File: src/rtl/mem_pkg.sv
// mem_pkg: shared optype codes, controller state encoding and field widths.
// Latency: none (types and constants only).
// Backpressure: not applicable.
package mem_pkg;

  localparam int PC_W  = 32;
  localparam int REG_W = 6;
  localparam int OP_W  = 4;

  localparam logic [OP_W-1:0] OP_LB = 4'd7;
  localparam logic [OP_W-1:0] OP_LW = 4'd8;
  localparam logic [OP_W-1:0] OP_SB = 4'd9;
  localparam logic [OP_W-1:0] OP_SW = 4'd10;

  typedef enum logic [1:0] {
    ST_IDLE       = 2'd0,
    ST_FILL       = 2'd1,
    ST_STORE_BUSY = 2'd2
  } state_t;

  // Shape a line word into the load result: LB is the low byte zero-extended.
  function automatic logic [31:0] fmt_load(input logic [OP_W-1:0] op, input logic [31:0] word);
    return (op == OP_LB) ? {24'b0, word[7:0]} : word;
  endfunction

endpackage

File: src/rtl/dcache_array.sv
// dcache_array: valid/tag/data storage for a direct-mapped cache of one-word lines.
// Latency: combinational read by index; writes land on the next clock edge.
// Backpressure: none; the controller arbitrates the single write port.
module dcache_array
  import mem_pkg::*;
#(
  parameter int IDX_W = 4
) (
  input  logic              clk,
  input  logic              rstn,
  input  logic [IDX_W-1:0]  i_rd_idx,
  input  logic [31-IDX_W:0] i_rd_tag,
  output logic              o_hit,
  output logic [31:0]       o_rd_data,
  input  logic [IDX_W-1:0]  i_wr_idx,
  input  logic [31-IDX_W:0] i_wr_tag,
  input  logic [31:0]       i_wr_data,
  input  logic              i_wr_word,
  input  logic              i_wr_byte0,
  input  logic              i_wr_set_valid
);
  localparam int LINES = 1 << IDX_W;
  localparam int TAG_W = 32 - IDX_W;

  logic [LINES-1:0] r_valid;
  logic [TAG_W-1:0] r_tag  [LINES];
  logic [31:0]      r_data [LINES];

  assign o_hit     = r_valid[i_rd_idx] && (r_tag[i_rd_idx] == i_rd_tag);
  assign o_rd_data = r_data[i_rd_idx];

  // Valid bits are the only state that reset must clear.
  always_ff @(posedge clk or negedge rstn) begin
    if (!rstn) begin
      r_valid <= '0;
    end else if (i_wr_set_valid) begin
      r_valid[i_wr_idx] <= 1'b1;
    end
  end

  // Tag and data payload; a full-word write takes priority over a byte-0 write.
  always_ff @(posedge clk) begin
    if (i_wr_set_valid) begin
      r_tag[i_wr_idx] <= i_wr_tag;
    end
    if (i_wr_word) begin
      r_data[i_wr_idx] <= i_wr_data;
    end else if (i_wr_byte0) begin
      r_data[i_wr_idx][7:0] <= i_wr_data[7:0];
    end
  end

endmodule

File: src/rtl/dcache_ctrl.sv
// dcache_ctrl: direct-mapped write-through L1 data cache controller (no write-allocate); DCACHE_STATS_EN adds hit/miss/store counters.
// Latency: load hit answers the cycle after acceptance; a miss answers the cycle after mem_valid_in.
// Backpressure: req_ready is high only in IDLE; a fill or the STORE_LAT-cycle store window holds it low.
module dcache_ctrl
  import mem_pkg::*;
#(
  parameter int IDX_W     = 4,
  parameter int STORE_LAT = 10
) (
  input  logic             clk,
  input  logic             rstn,
  input  logic             req_valid,
  output logic             req_ready,
  input  logic [PC_W-1:0]  req_pc,
  input  logic [31:0]      req_addr,
  input  logic [REG_W-1:0] req_reg,
  input  logic [OP_W-1:0]  req_optype,
  input  logic [31:0]      req_data,
  output logic             resp_valid,
  output logic [PC_W-1:0]  resp_pc,
  output logic [REG_W-1:0] resp_reg,
  output logic [31:0]      resp_data,
  output logic             mem_read_en,
  output logic             mem_write_en,
  output logic             mem_miss,
  output logic [PC_W-1:0]  mem_pc,
  output logic [31:0]      mem_addr,
  output logic [REG_W-1:0] mem_reg,
  output logic [OP_W-1:0]  mem_optype,
  output logic [31:0]      mem_data,
  input  logic             mem_valid_in,
  input  logic [31:0]      mem_data_in
`ifdef DCACHE_STATS_EN
  ,
  output logic [31:0]      stat_hits,
  output logic [31:0]      stat_misses,
  output logic [31:0]      stat_stores
`endif
);
  localparam int TAG_W = 32 - IDX_W;
  localparam int CNT_W = $clog2(STORE_LAT + 1);

  state_t             r_state, w_state_nxt;
  logic [CNT_W-1:0]   r_cnt, w_cnt_nxt;
  logic [PC_W-1:0]    r_pc;
  logic [REG_W-1:0]   r_reg;
  logic [OP_W-1:0]    r_op;
  logic [31:0]        r_addr;

  logic               r_resp_valid, r_mem_rd, r_mem_wr, r_mem_miss;
  logic [PC_W-1:0]    r_resp_pc, r_mem_pc;
  logic [REG_W-1:0]   r_resp_reg, r_mem_reg;
  logic [31:0]        r_resp_data, r_mem_addr, r_mem_data;
  logic [OP_W-1:0]    r_mem_op;

  logic               w_hit, w_is_load, w_is_store;
  logic [31:0]        w_rd_data, w_wr_data;
  logic               w_ld_hit, w_ld_miss, w_st, w_fill;
  logic               w_wr_word, w_wr_byte0, w_wr_set_valid;
  logic [IDX_W-1:0]   w_wr_idx;
  logic [TAG_W-1:0]   w_wr_tag;

  assign w_is_load  = (req_optype == OP_LB) || (req_optype == OP_LW);
  assign w_is_store = (req_optype == OP_SB) || (req_optype == OP_SW);
  assign req_ready  = (r_state == ST_IDLE);

  dcache_array #(.IDX_W(IDX_W)) u_array (
    .clk            (clk),
    .rstn           (rstn),
    .i_rd_idx       (req_addr[IDX_W-1:0]),
    .i_rd_tag       (req_addr[31:IDX_W]),
    .o_hit          (w_hit),
    .o_rd_data      (w_rd_data),
    .i_wr_idx       (w_wr_idx),
    .i_wr_tag       (w_wr_tag),
    .i_wr_data      (w_wr_data),
    .i_wr_word      (w_wr_word),
    .i_wr_byte0     (w_wr_byte0),
    .i_wr_set_valid (w_wr_set_valid)
  );

  // State and store-window counter.
  always_ff @(posedge clk or negedge rstn) begin
    if (!rstn) begin
      r_state <= ST_IDLE;
      r_cnt   <= '0;
    end else begin
      r_state <= w_state_nxt;
      r_cnt   <= w_cnt_nxt;
    end
  end

  // Next state, event decode and array write port; hit uses pre-write array contents.
  always_comb begin
    w_state_nxt    = r_state;
    w_cnt_nxt      = r_cnt;
    w_ld_hit       = 1'b0;
    w_ld_miss      = 1'b0;
    w_st           = 1'b0;
    w_fill         = 1'b0;
    w_wr_word      = 1'b0;
    w_wr_byte0     = 1'b0;
    w_wr_set_valid = 1'b0;
    w_wr_idx       = req_addr[IDX_W-1:0];
    w_wr_tag       = req_addr[31:IDX_W];
    w_wr_data      = req_data;
    case (r_state)
      ST_IDLE: begin
        if (req_valid) begin
          if (w_is_load) begin
            if (w_hit) begin
              w_ld_hit = 1'b1;
            end else begin
              w_ld_miss   = 1'b1;
              w_state_nxt = ST_FILL;
            end
          end else if (w_is_store) begin
            w_st        = 1'b1;
            w_wr_word   = w_hit && (req_optype == OP_SW);
            w_wr_byte0  = w_hit && (req_optype == OP_SB);
            w_cnt_nxt   = CNT_W'(STORE_LAT - 1);
            w_state_nxt = ST_STORE_BUSY;
          end
        end
      end
      ST_FILL: begin
        if (mem_valid_in) begin
          w_fill         = 1'b1;
          w_wr_set_valid = 1'b1;
          w_wr_word      = 1'b1;
          w_wr_idx       = r_addr[IDX_W-1:0];
          w_wr_tag       = r_addr[31:IDX_W];
          w_wr_data      = mem_data_in;
          w_state_nxt    = ST_IDLE;
        end
      end
      ST_STORE_BUSY: begin
        if (r_cnt == '0) begin
          w_state_nxt = ST_IDLE;
        end else begin
          w_cnt_nxt = r_cnt - 1'b1;
        end
      end
      default: w_state_nxt = ST_IDLE;
    endcase
  end

  // Registered response and memory-port outputs plus the miss context for the fill.
  always_ff @(posedge clk or negedge rstn) begin
    if (!rstn) begin
      r_resp_valid <= 1'b0;
      r_resp_pc    <= '0;
      r_resp_reg   <= '0;
      r_resp_data  <= '0;
      r_mem_rd     <= 1'b0;
      r_mem_wr     <= 1'b0;
      r_mem_miss   <= 1'b0;
      r_mem_pc     <= '0;
      r_mem_addr   <= '0;
      r_mem_reg    <= '0;
      r_mem_op     <= '0;
      r_mem_data   <= '0;
      r_pc         <= '0;
      r_reg        <= '0;
      r_op         <= '0;
      r_addr       <= '0;
    end else begin
      r_resp_valid <= w_ld_hit || w_fill;
      r_mem_rd     <= w_ld_miss;
      r_mem_wr     <= w_st;
      r_mem_miss   <= w_ld_miss || w_st;
      if (w_ld_hit) begin
        r_resp_pc   <= req_pc;
        r_resp_reg  <= req_reg;
        r_resp_data <= fmt_load(req_optype, w_rd_data);
      end else if (w_fill) begin
        r_resp_pc   <= r_pc;
        r_resp_reg  <= r_reg;
        r_resp_data <= fmt_load(r_op, mem_data_in);
      end
      if (w_ld_miss || w_st) begin
        r_mem_pc   <= req_pc;
        r_mem_addr <= req_addr;
        r_mem_reg  <= req_reg;
        r_mem_op   <= w_ld_miss ? OP_LW : req_optype;
        r_mem_data <= req_data;
      end
      if (w_ld_miss) begin
        r_pc   <= req_pc;
        r_reg  <= req_reg;
        r_op   <= req_optype;
        r_addr <= req_addr;
      end
    end
  end

  assign resp_valid   = r_resp_valid;
  assign resp_pc      = r_resp_pc;
  assign resp_reg     = r_resp_reg;
  assign resp_data    = r_resp_data;
  assign mem_read_en  = r_mem_rd;
  assign mem_write_en = r_mem_wr;
  assign mem_miss     = r_mem_miss;
  assign mem_pc       = r_mem_pc;
  assign mem_addr     = r_mem_addr;
  assign mem_reg      = r_mem_reg;
  assign mem_optype   = r_mem_op;
  assign mem_data     = r_mem_data;

`ifdef DCACHE_STATS_EN
  logic [31:0] r_hits, r_misses, r_stores;

  // Saturating event counters for accepted load hits, load misses and stores.
  always_ff @(posedge clk or negedge rstn) begin
    if (!rstn) begin
      r_hits   <= '0;
      r_misses <= '0;
      r_stores <= '0;
    end else begin
      if (w_ld_hit && (r_hits != '1)) r_hits <= r_hits + 1'b1;
      if (w_ld_miss && (r_misses != '1)) r_misses <= r_misses + 1'b1;
      if (w_st && (r_stores != '1)) r_stores <= r_stores + 1'b1;
    end
  end

  assign stat_hits   = r_hits;
  assign stat_misses = r_misses;
  assign stat_stores = r_stores;
`endif

endmodule

File: config.mk
export PLATFORM = sky130hd
export DESIGN_NAME = dcache_ctrl
export DESIGN_NICKNAME = d
export VERILOG_FILES = /design/src/rtl/mem_pkg.sv /design/src/rtl/dcache_array.sv /design/src/rtl/dcache_ctrl.sv
export SDC_FILE = /design/constraint.sdc
export NUM_CORES = 1
export LEC_CHECK = 0
export ABC_AREA = 1
export ABC_CLOCK_PERIOD_IN_PS = 8100
export BUFFER_PORTS_ARGS = -buffer_cell sky130_fd_sc_hd__buf_4
export CAP_MARGIN = 15
export CELL_PAD_IN_SITES_DETAIL_PLACEMENT = 0
export CELL_PAD_IN_SITES_GLOBAL_PLACEMENT = 1
export CORE_ASPECT_RATIO = 0.7
export CORE_MARGIN = 10
export CORE_UTILIZATION = 24
export DETAILED_ROUTE_END_ITERATION = 12
export GPL_TIMING_DRIVEN = 1
export PLACE_DENSITY_LB_ADDON = 0.1
export SETUP_SLACK_MARGIN = 0.15
export SLEW_MARGIN = 20
export SYNTH_ARGS = -nofsm -noshare
export SYNTH_HDL_FRONTEND = slang
export SYNTH_HIERARCHICAL = 1
export SYNTH_SLANG_ARGS = --single-unit
File: constraint.sdc
create_clock -name clk -period 8.1 [get_ports clk]
set_clock_uncertainty 0.2 [all_clocks]
set_input_delay 2.025 -clock clk [delete_from_list [all_inputs] [get_ports clk]]
set_output_delay 2.025 -clock clk [all_outputs]
set_load 0.05 [all_outputs]
* Yosys cells after proc, flatten, opt, wreduce, memory -nomap -nowiden
Memories as Yosys holds them, arrays and structs flattened.
Cells that the tools add are included.
** Storage, ports and cells
- Register bits :: 276
- Bits in writable memories :: 960
- Input port bits :: 142
- Output and inout port bits :: 181
- Logic and storage cells :: 118
- Memories kept :: 2
** Operators by class
- Add/subtract/negate cells :: 1
- Order comparisons :: 3
- Eq/ne operators :: 16
- Mux-type cells :: 61
- Bitwise logic cells :: 2
- Reductions and logical operators :: 14
** Memory list
- u_array.r_data :: depth 16, width 32, rd ports 1, clocked after memory_dff 0, write ports 1, RTL line dcache_array.sv:27 : logic [31:0] r_data [LINES];
- u_array.r_tag :: depth 16, width 28, rd ports 1, clocked after memory_dff 0, write ports 1, RTL line dcache_array.sv:26 : logic [TAG_W-1:0] r_tag [LINES];
** Operators by type and width (number)
- two-way mux 32 bit :: 8
- two-way mux 28 bit :: 2
- two-way mux 1 bit :: 30
- == test 28 bit :: 1
- two-way mux 4 bit :: 7
- OR 16 bit :: 1
- == test 4 bit (second input constant) :: 3
- two-way mux 2 bit :: 6
- two-way mux 6 bit :: 2
- < comparator 4 x 5 -> 1 bit (second input constant) :: 2
- inequality test 2 bit (second input constant) :: 5
- AND reduction 5 bit :: 2
- == test 4 x 3 -> 1 bit (second input constant) :: 2
- two-way mux 8 bit :: 1
- one-hot mux 4 bit (2 select lines) :: 1
- one-hot mux 2 bit (3 select lines) :: 1
- binary-select mux 1 bit (select 4 bit) :: 1
- demux 1 bit (select 4 bit) :: 1
- greater-or-equal comparator 4 x 1 -> 1 bit (second input constant) :: 1
- logical AND 1 bit :: 4
- zero test 4 bit :: 1
- logical OR 1 bit :: 4
- nonzero test 2 bit :: 2
- subtractor 4 x 1 -> 4 bit (second input constant) :: 1
- 8 further kinds :: 8

* Longest topological paths before layout
Gate-level depths: netlist of the first run.
- Depth in word-level cells :: 12
- Depth in mapped cells :: 26
- Depth with buffers taken out :: 21

* Modules after synthesis
Netlist of the first run, hierarchy kept.
** Modules (own cells, without submodules)
- dcache_array :: instances 1, cells each 3288, area an instance 39684.3 sq um, seq. area each 29228.0 sq um
- dcache_ctrl :: instances 1, cells each 1440, area an instance 11628.7 sq um, seq. area each 6506.2 sq um

* Least setup slack after synthesis of the first run
Ideal clock, no wire load.
- Kind :: in2reg
- From :: input req_addr[0]
- To :: memory u_array.r_data[11][10] (enable)
- Library setup time :: 0.405 ns
- Data arrival time :: 5.063 ns
- Data required time :: 7.495 ns
- Path slack :: 2.433 ns
- Stages on the path :: 17
- Path buffers :: 3
- Path through :: buf_4 buf_2 or2_2 nand3_1 nand3_1 nand3_1 nand3_1 nand2_1 nand3_1 nor2_1 nand2_1 nor2_1 nand2_1 o21ai_0 inv_1 clkbuf_1 nor2_1
** On the way
- Word-level cells in the longest chain between the ends :: 10
- Elaborated cells on any way between the ends :: 14
- Classes of those cells :: 1 x eq/ne; 10 x mux; 2 x reduce/logical; 1 x memory
** Ends and longest elaborated chain
- start: declaration :: RTL line dcache_ctrl.sv:15 : input logic [31:0] req_addr,
- memory (16 x 28 bit) / binary-select mux 1 bit (select 4 bit) (equally long branches)
- == test 28 bit / two-way mux 1 bit (equally long branches) :: RTL line dcache_array.sv:29 : assign o_hit = r_valid[i_rd_idx] && (r_tag[i_rd_idx] == i_rd_tag);
- logical AND 1 bit (*) :: RTL line dcache_array.sv:29
- net w_hit :: RTL line dcache_ctrl.sv:56 : logic w_hit, w_is_load, w_is_store;
- logical AND 1 bit (*) :: RTL line dcache_ctrl.sv:119 : w_wr_word = w_hit && (req_optype == OP_SW);
- two-way mux 1 bit (*) :: RTL line dcache_ctrl.sv:117 : end else if (w_is_store) begin
- two-way mux 1 bit (*) :: RTL line dcache_ctrl.sv:110 : if (w_is_load) begin
- two-way mux 1 bit (*) :: RTL line dcache_ctrl.sv:109 : if (req_valid) begin
- one-hot mux 1 bit (2 select lines) (*) :: RTL line dcache_ctrl.sv:107 : case (r_state)
- net w_wr_word :: RTL line dcache_ctrl.sv:59 : logic w_wr_word, w_wr_byte0, w_wr_set_valid;
- two-way mux 1 bit (*) :: RTL line dcache_array.sv:46 : if (i_wr_word) begin
- two-way mux 1 bit (implied by the code) (*) :: RTL line dcache_array.sv:47 : r_data[i_wr_idx] <= i_wr_data;
- end: declaration :: RTL line dcache_array.sv:27
Mark *: on every way through the listed nets, which the timed path passes. The rest lies on a longest branch. The select of a mux whose other input is x is not followed.

* Worst setup path after layout of the first run
- From :: input req_addr[0]
- To :: memory u_array.r_data[3][0] (enable)
** On the way
- Elaborated cells on any way between the ends :: 23
- Classes of those cells :: 1 x eq/ne; 17 x mux; 1 x bitwise; 3 x reduce/logical; 1 x memory
** RTL lines (RTL line)
- memory (16 x 28 bit) / binary-select mux 1 bit (select 4 bit) (equally long branches)
- == test 28 bit / two-way mux 1 bit (equally long branches) :: dcache_array.sv:29
- logical AND 1 bit (*) :: dcache_array.sv:29
- net w_hit :: dcache_ctrl.sv:56
- logical AND 1 bit (*) :: dcache_ctrl.sv:119
- two-way mux 1 bit (*) :: dcache_ctrl.sv:117
- two-way mux 1 bit (*) :: dcache_ctrl.sv:110
- two-way mux 1 bit (*) :: dcache_ctrl.sv:109
- one-hot mux 1 bit (2 select lines) (*) :: dcache_ctrl.sv:107
- net w_wr_word :: dcache_ctrl.sv:59
- two-way mux 1 bit :: dcache_array.sv:46
- two-way mux 1 bit (on tied branches) :: dcache_array.sv:47, dcache_array.sv:49
- OR 1 bit (no source line) (*)
Marks and branches as above.

==> flow_summary.json, run 1 <==
{
  "status": "completed",
  "antenna_found_initial": 22,
  "rows": 141,
  "ant_nets": 0,
  "period_share_pct": 75.4,
  "core_um2": 212000,
  "nNetsFinal": 5165,
  "cts-root-buf": "clkbuf_16",
  "synth_seq_cells": 1236,
  "drc": 0,
  "pre_cts_ws_ps": 1060,
  "finalHoldViolCount": 0,
  "ys_types": 28,
  "powerDensity_nw_per_um2": 284,
  "hold_path_class": "register to register",
  "syn-cell-area_um2": 51300,
  "max_freq_ghz": 0.164,
  "grt_pass1_vias": 35400,
  "clock_latency_ps": 810,
  "synth_edf_count": 960,
  "critPathTopFamily": "simple AND/OR/NAND/NOR gates",
  "placed_cell_area_um2": 57500,
  "fin_ws_ps": 1990,
  "cts_tree": "done",
  "clk_pin_slew_ps": 60,
  "regMostFlops": "u_array/r_data",
  "cts_hold_buf": 0,
  "vias": 35900,
  "io_pins": 323,
  "grt_overflow": 0,
  "reg_top3": "u_array/r_data (512), u_array/r_tag (448)",
  "cts_sinks": 1236,
  "fin_tns_setup_ps": 0,
  "cp-end-kind": "register",
  "avgRoutedWirePerCell_um": 24.0,
  "layout_commonest_cell": "nand2_1",
  "first_pass_iters": 5,
  "rsz0062_at_grt": "false",
  "max-slew-margin-rel_pct": 24.5,
  "async_reset_ff_share_pct": 22.3,
  "place_hpwl_um": 114000,
  "gp_congestion": 0.756,
  "via_per_inst": 4.49,
  "max_stage_delay_ps": 630,
  "syn2layout_area_growth_pct": 20.7,
  "power.leakage_nw": 24.3,
  "post_cts_buffers": 0,
  "syn_nets": 4871,
  "crit_path_cell_trace": "buf_8, inv_8, buf_4, nand2_1, nand2_1, nand2_1, nand3_1, nand3_1, nand3_1, nand2_1, nor2_1, nand2_1, nor2_1, nand2_1, nor2_1, buf_4, nand2_1, o21ai_0, nor2_2, nor2_1",
  "numCtsBuffers": 149,
  "synth-main-ff-cell": "edfxtp_1",
  "final_area_um2": 61900,
  "utilization_pct": 29.2,
  "fp.dieH_um": 407,
  "htreeDepth": 4,
  "netlist_instances": 4728,
  "critPathKind": "input pin to register",
  "cp_data_required_time_ps": 8300,
  "finalWirelength_um": 192000,
  "synth_seq_area_share_pct": 69.6,
  "port_buffers": 322,
  "drv_cap": 0,
  "max-vdd-ir-drop_mv": 0.149,
  "path_max_fanout": 123,
  "initial_core_util_pct": 24.2,
  "grt_max_degree": 131,
  "largest_reg_flops": 512,
  "final_max_slew_viol_count": 0,
  "drive_gt1_share_pct": 13.7,
  "cts.path.max_buffers": 4,
  "cts_resized": 0,
  "layout_common_cells": "nand2_1 (1377), edfxtp_1 (960), buf_4 (407)",
  "dieArea_um2": 233000,
  "critPathBufInv": 4,
  "cp.arrival_ps": 6310,
  "crit_slowest_cell": "inv_8",
  "die_x_um": 573,
  "grt_pass1_wl_um": 274000,
  "grt_usage_pct": 16.0,
  "initialDrtViolationCount": 2846,
  "setup_viol_count_final": 0,
  "fin_crit_ps": 6110,
  "worstMarginPinSlew_ps": 1130,
  "yosysWarningCount": 6,
  "startpoint_type": "input pin",
  "avgSynthCellArea_um2": 10.9,
  "cp_common_cell": "nand2_1"
}
## stage by stage
step	cells	power, mW	hold slack, ps
after global routing	7998	18.4	273
after detailed placement	7731	11.5	246
final	8005	17.6	258
after CTS	7995	17.9	260
after floorplan	4728	10.0	228
after global placement	7731	11.5	242
## tightest hold or removal path, delay by kind of cell (launching register included)
family	cells	cell delay [ps]
AOI/OAI and AO/OA	1	60
DFF	1	320
buffers and inverters	1	40
## power breakdown
| part | switching [mW] | internal, mW |
|---|---|---|
| registers | 0.308 | 7.41 |
| clock network | 2.70 | 3.60 |
| logic | 2.61 | 0.936 |
| total | 5.62 | 12.0 |
## cells by family (layout without fill, tap and decap cells)
logic type                 Yosys count  count (layout)  share of synthesized area [%]
and+or+nand+nor                   2241            2241                           17.7
buffers and inverters              590             997                           4.94
adders and majority gates            1               1                         0.0244
DFF                               1236            1236                           69.6
other                                0              10                              0
AOI/OAI and AO/OA                  660             660                           7.68
## metal layers
metal | track usage [%] | routed length [µm] | vias to the layer above
met5 | 0 | 11 | -
met4 | 3.51 | 3870 | 2
met3 | 3.09 | 10500 | 215
met2 | 23.0 | 80100 | 839
met1 | 24.5 | 97800 | 18100
li1 | - | - | 16800
## cell type report
cell class | count | area, µm²
sequential | 1236 | 35700
inverter | 295 | 1130
timing repair buffer | 438 | 3650
fill | 22000 | 150000
multi-input combinational | 2902 | 13400
clock buffer | 208 | 4070
clock inverter | 56 | 363
antenna | 10 | 25.0
tap | 2860 | 3580
## synthesized netlist by cell type (3+ instances only)
cell type,instances,area [µm²]
buf_6,12,135
nand3b_1,25,188
clkbuf_1,116,435
buf_2,104,521
nand4_1,3,18.8
nand2_4,4,45.0
o211ai_1,88,661
edfxtp_1,960,28800
or2_2,10,62.6
a21oi_1,4,20.0
o22ai_1,27,169
nor2_1,414,1550
buf_1,37,139
nand3_1,401,2010
buf_4,26,195
o221ai_1,101,885
inv_1,286,1070
o21ai_1,64,320
inv_2,8,30.0
o21ai_0,375,1880
nand2_1,1378,5170
dfrtp_1,276,6910
## worst paths after layout
path | start | to | slack (ps) | depth (start not counted)
setup / recovery | req_addr[0] | u_array/r_data[3][0]$_DFFE_PP_ | 1990 | 20
hold / removal | u_array/r_valid[1]$_DFFE_PN0P_ | u_array/r_valid[1]$_DFFE_PN0P_ | 260 | 2
setup reg to reg | r_state[1]$_DFFE_PN0P_ | u_array/r_tag[8][7]$_DFFE_PP_ | 3370 | 8
hold reg to reg | u_array/r_valid[1]$_DFFE_PN0P_ | u_array/r_valid[1]$_DFFE_PN0P_ | 260 | 2
max in group asynchronous | rstn | mem_data[3]$_DFFE_PN0P_ | 5340 | 2
min in group asynchronous | rstn | r_reg[1]$_DFFE_PN0P_ | 1090 | 1
(Power assumes the default switching activity.)
==> run 2: changes to the inputs <==
- ABC_CLOCK_PERIOD_IN_PS: 8100 -> 5690
- clock period: 8.1 -> 5.69 ns (I/O delays scaled with it)
==> flow_summary.json, run 2 (same netlist as run 1, synthesis figures left out) <==
{
  "cts_tree": "done",
  "largest_reg_flops": 512,
  "hold_ws_ps": 259,
  "cp-end-kind": "register",
  "initialDrtViolationCount": 2998,
  "antenna_found_initial": 8,
  "period_share_pct": 80.0,
  "utilization_pct": 30.0,
  "rows": 141,
  "port_buffers": 322,
  "grt_pass1_wl_um": 275000,
  "cp.arrival_ps": 4820,
  "nNetsFinal": 5297,
  "crit_slowest_cell": "buf_4",
  "drv_cap": 0,
  "critPathKind": "input pin to register",
  "cts.path.max_buffers": 3,
  "finalWirelength_um": 194000,
  "max_freq_ghz": 0.220,
  "worstMarginPinSlew_ps": 1110,
  "gp_congestion": 0.771,
  "clk_pin_slew_ps": 60,
  "reg_top3": "u_array/r_data (512), u_array/r_tag (448)",
  "fp.dieH_um": 407,
  "cp_data_required_time_ps": 5950,
  "final_max_slew_viol_count": 0,
  "avgRoutedWirePerCell_um": 23.9,
  "critPathTopFamily": "simple AND/OR/NAND/NOR gates",
  "clock_latency_ps": 780,
  "use_met3_pct": 3.01,
  "numCtsBuffers": 143,
  "crit_path_cell_trace": "buf_8, inv_8, buf_4, nand2_1, nand3_1, nand3_1, nand3_1, nand2_1, nand2_1, nand2_1, nor2_1, nand2_1, nor2_1, nand2_1, nor2_1, buf_4, inv_2, nor2_1, nor2_1, buf_12, nor2_1, buf_4",
  "max-slew-margin-rel_pct": 26.1,
  "fin_cells": 8137,
  "powerDensity_nw_per_um2": 397,
  "dieArea_um2": 233000,
  "finalHoldViolCount": 0,
  "cts_resized": 0,
  "met1_usage_pct": 25.1,
  "drive_gt1_share_pct": 16.0,
  "fin_tns_setup_ps": 0,
  "startpoint_type": "input pin",
  "grt_busiest_layer": "met1",
  "cts-root-buf": "clkbuf_16",
  "core_um2": 212000,
  "hold_path_class": "register to register",
  "io_pins": 323,
  "grt_overflow": 0,
  "place_hpwl_um": 123000,
  "max-vdd-ir-drop_mv": 0.267,
  "grt_usage_pct": 16.2,
  "drc": 0,
  "power.leakage_nw": 25.2,
  "grt_pass1_vias": 35400,
  "critPathBufInv": 7,
  "cts_sinks": 1236,
  "via_per_inst": 4.43,
  "rsz0062_at_grt": "false",
  "post_cts_buffers": 0,
  "htreeDepth": 4,
  "syn2layout_area_growth_pct": 23.8,
  "grt_max_degree": 175,
  "fin_crit_ps": 4550,
  "ant_nets": 0,
  "max_stage_delay_ps": 460,
  "die_x_um": 573,
  "path_max_fanout": 44,
  "use_met2_pct": 23.2,
  "regMostFlops": "u_array/r_data",
  "setup_viol_count_final": 0,
  "place_inst": 7869,
  "layout_commonest_cell": "nand2_1",
  "first_pass_iters": 5,
  "initial_core_util_pct": 24.2,
  "cts_hold_buf": 0,
  "vias": 36100,
  "layout_common_cells": "nand2_1 (1376), edfxtp_1 (960), buf_4 (502)",
  "status": "completed"
}
[run 2: cell types whose count changed in the layout (fill, tap and decap cells not counted), sizes merged]
cell	before	now
buf	437	575
clkbuf	209	196
clkinv	47	57
diode	10	4
bufinv	3	6
clkinvlp	2	1
inv	299	300
[run 2: where the power goes]
group          switching, mW  total [mW]  internal, mW  leakage [nW]
Combinational           3.76        5.17          1.40          10.9
Sequential             0.452        11.0          10.6          12.1
Clock                   3.90        9.06          5.16          2.22
[run 2: worst register-to-register path: cells and delay by family, from the launching register on]
family | cells | cell delay [ps]
DFF | 1 | 360
and+or+nand+nor | 15 | 2030
buffers and inverters | 5 | 730
[run 2: path summary, 6_finish.rpt]
check                                                from                        endpoint  slack, ps  cells after the start
max                                           req_addr[0]  u_array/r_data[9][3]$_DFFE_PP_       1140                     22
min                        u_array/r_valid[9]$_DFFE_PN0P_  u_array/r_valid[9]$_DFFE_PN0P_        260                      2
max reg2reg                u_array/r_tag[6][23]$_DFFE_PP_  u_array/r_data[9][3]$_DFFE_PP_       2090                     20
min reg2reg                u_array/r_valid[9]$_DFFE_PN0P_  u_array/r_valid[9]$_DFFE_PN0P_        260                      2
max in group asynchronous                            rstn       resp_data[20]$_DFFE_PN0P_       3560                      2
min in group asynchronous                            rstn        mem_addr[28]$_DFFE_PN0P_        470                      1
[run 2: routing by layer]
metal / vias to the layer above / routed length, µm
met5: - / 0
met4: 0 / 3610
met3: 195 / 9450
met2: 769 / 80900
met1: 18000 / 100000
li1: 17100 / -
[run 2: layout make-up]
type	count	area, µm²
Clock buffer	195	3960
Antenna cell	4	10.0
Multi-Input combinational cell	2902	13300
Timing Repair Buffer	576	5230
Clock inverter	69	564
Sequential cell	1236	35700
Fill cell	21900	148000
Inverter	295	1130
Tap cell	2860	3580
[run 2: through the flow]
stage          area (µm²)  setup slack [ps]  total power, mW
2_1_floorplan       51300               625             14.2
3_3_place_gp        59000               211             16.4
3_5_place_dp        59000               275             16.4
4_1_cts             63500              1100             25.7
5_1_grt             63500               893             26.4
6_report            63500              1140             25.2
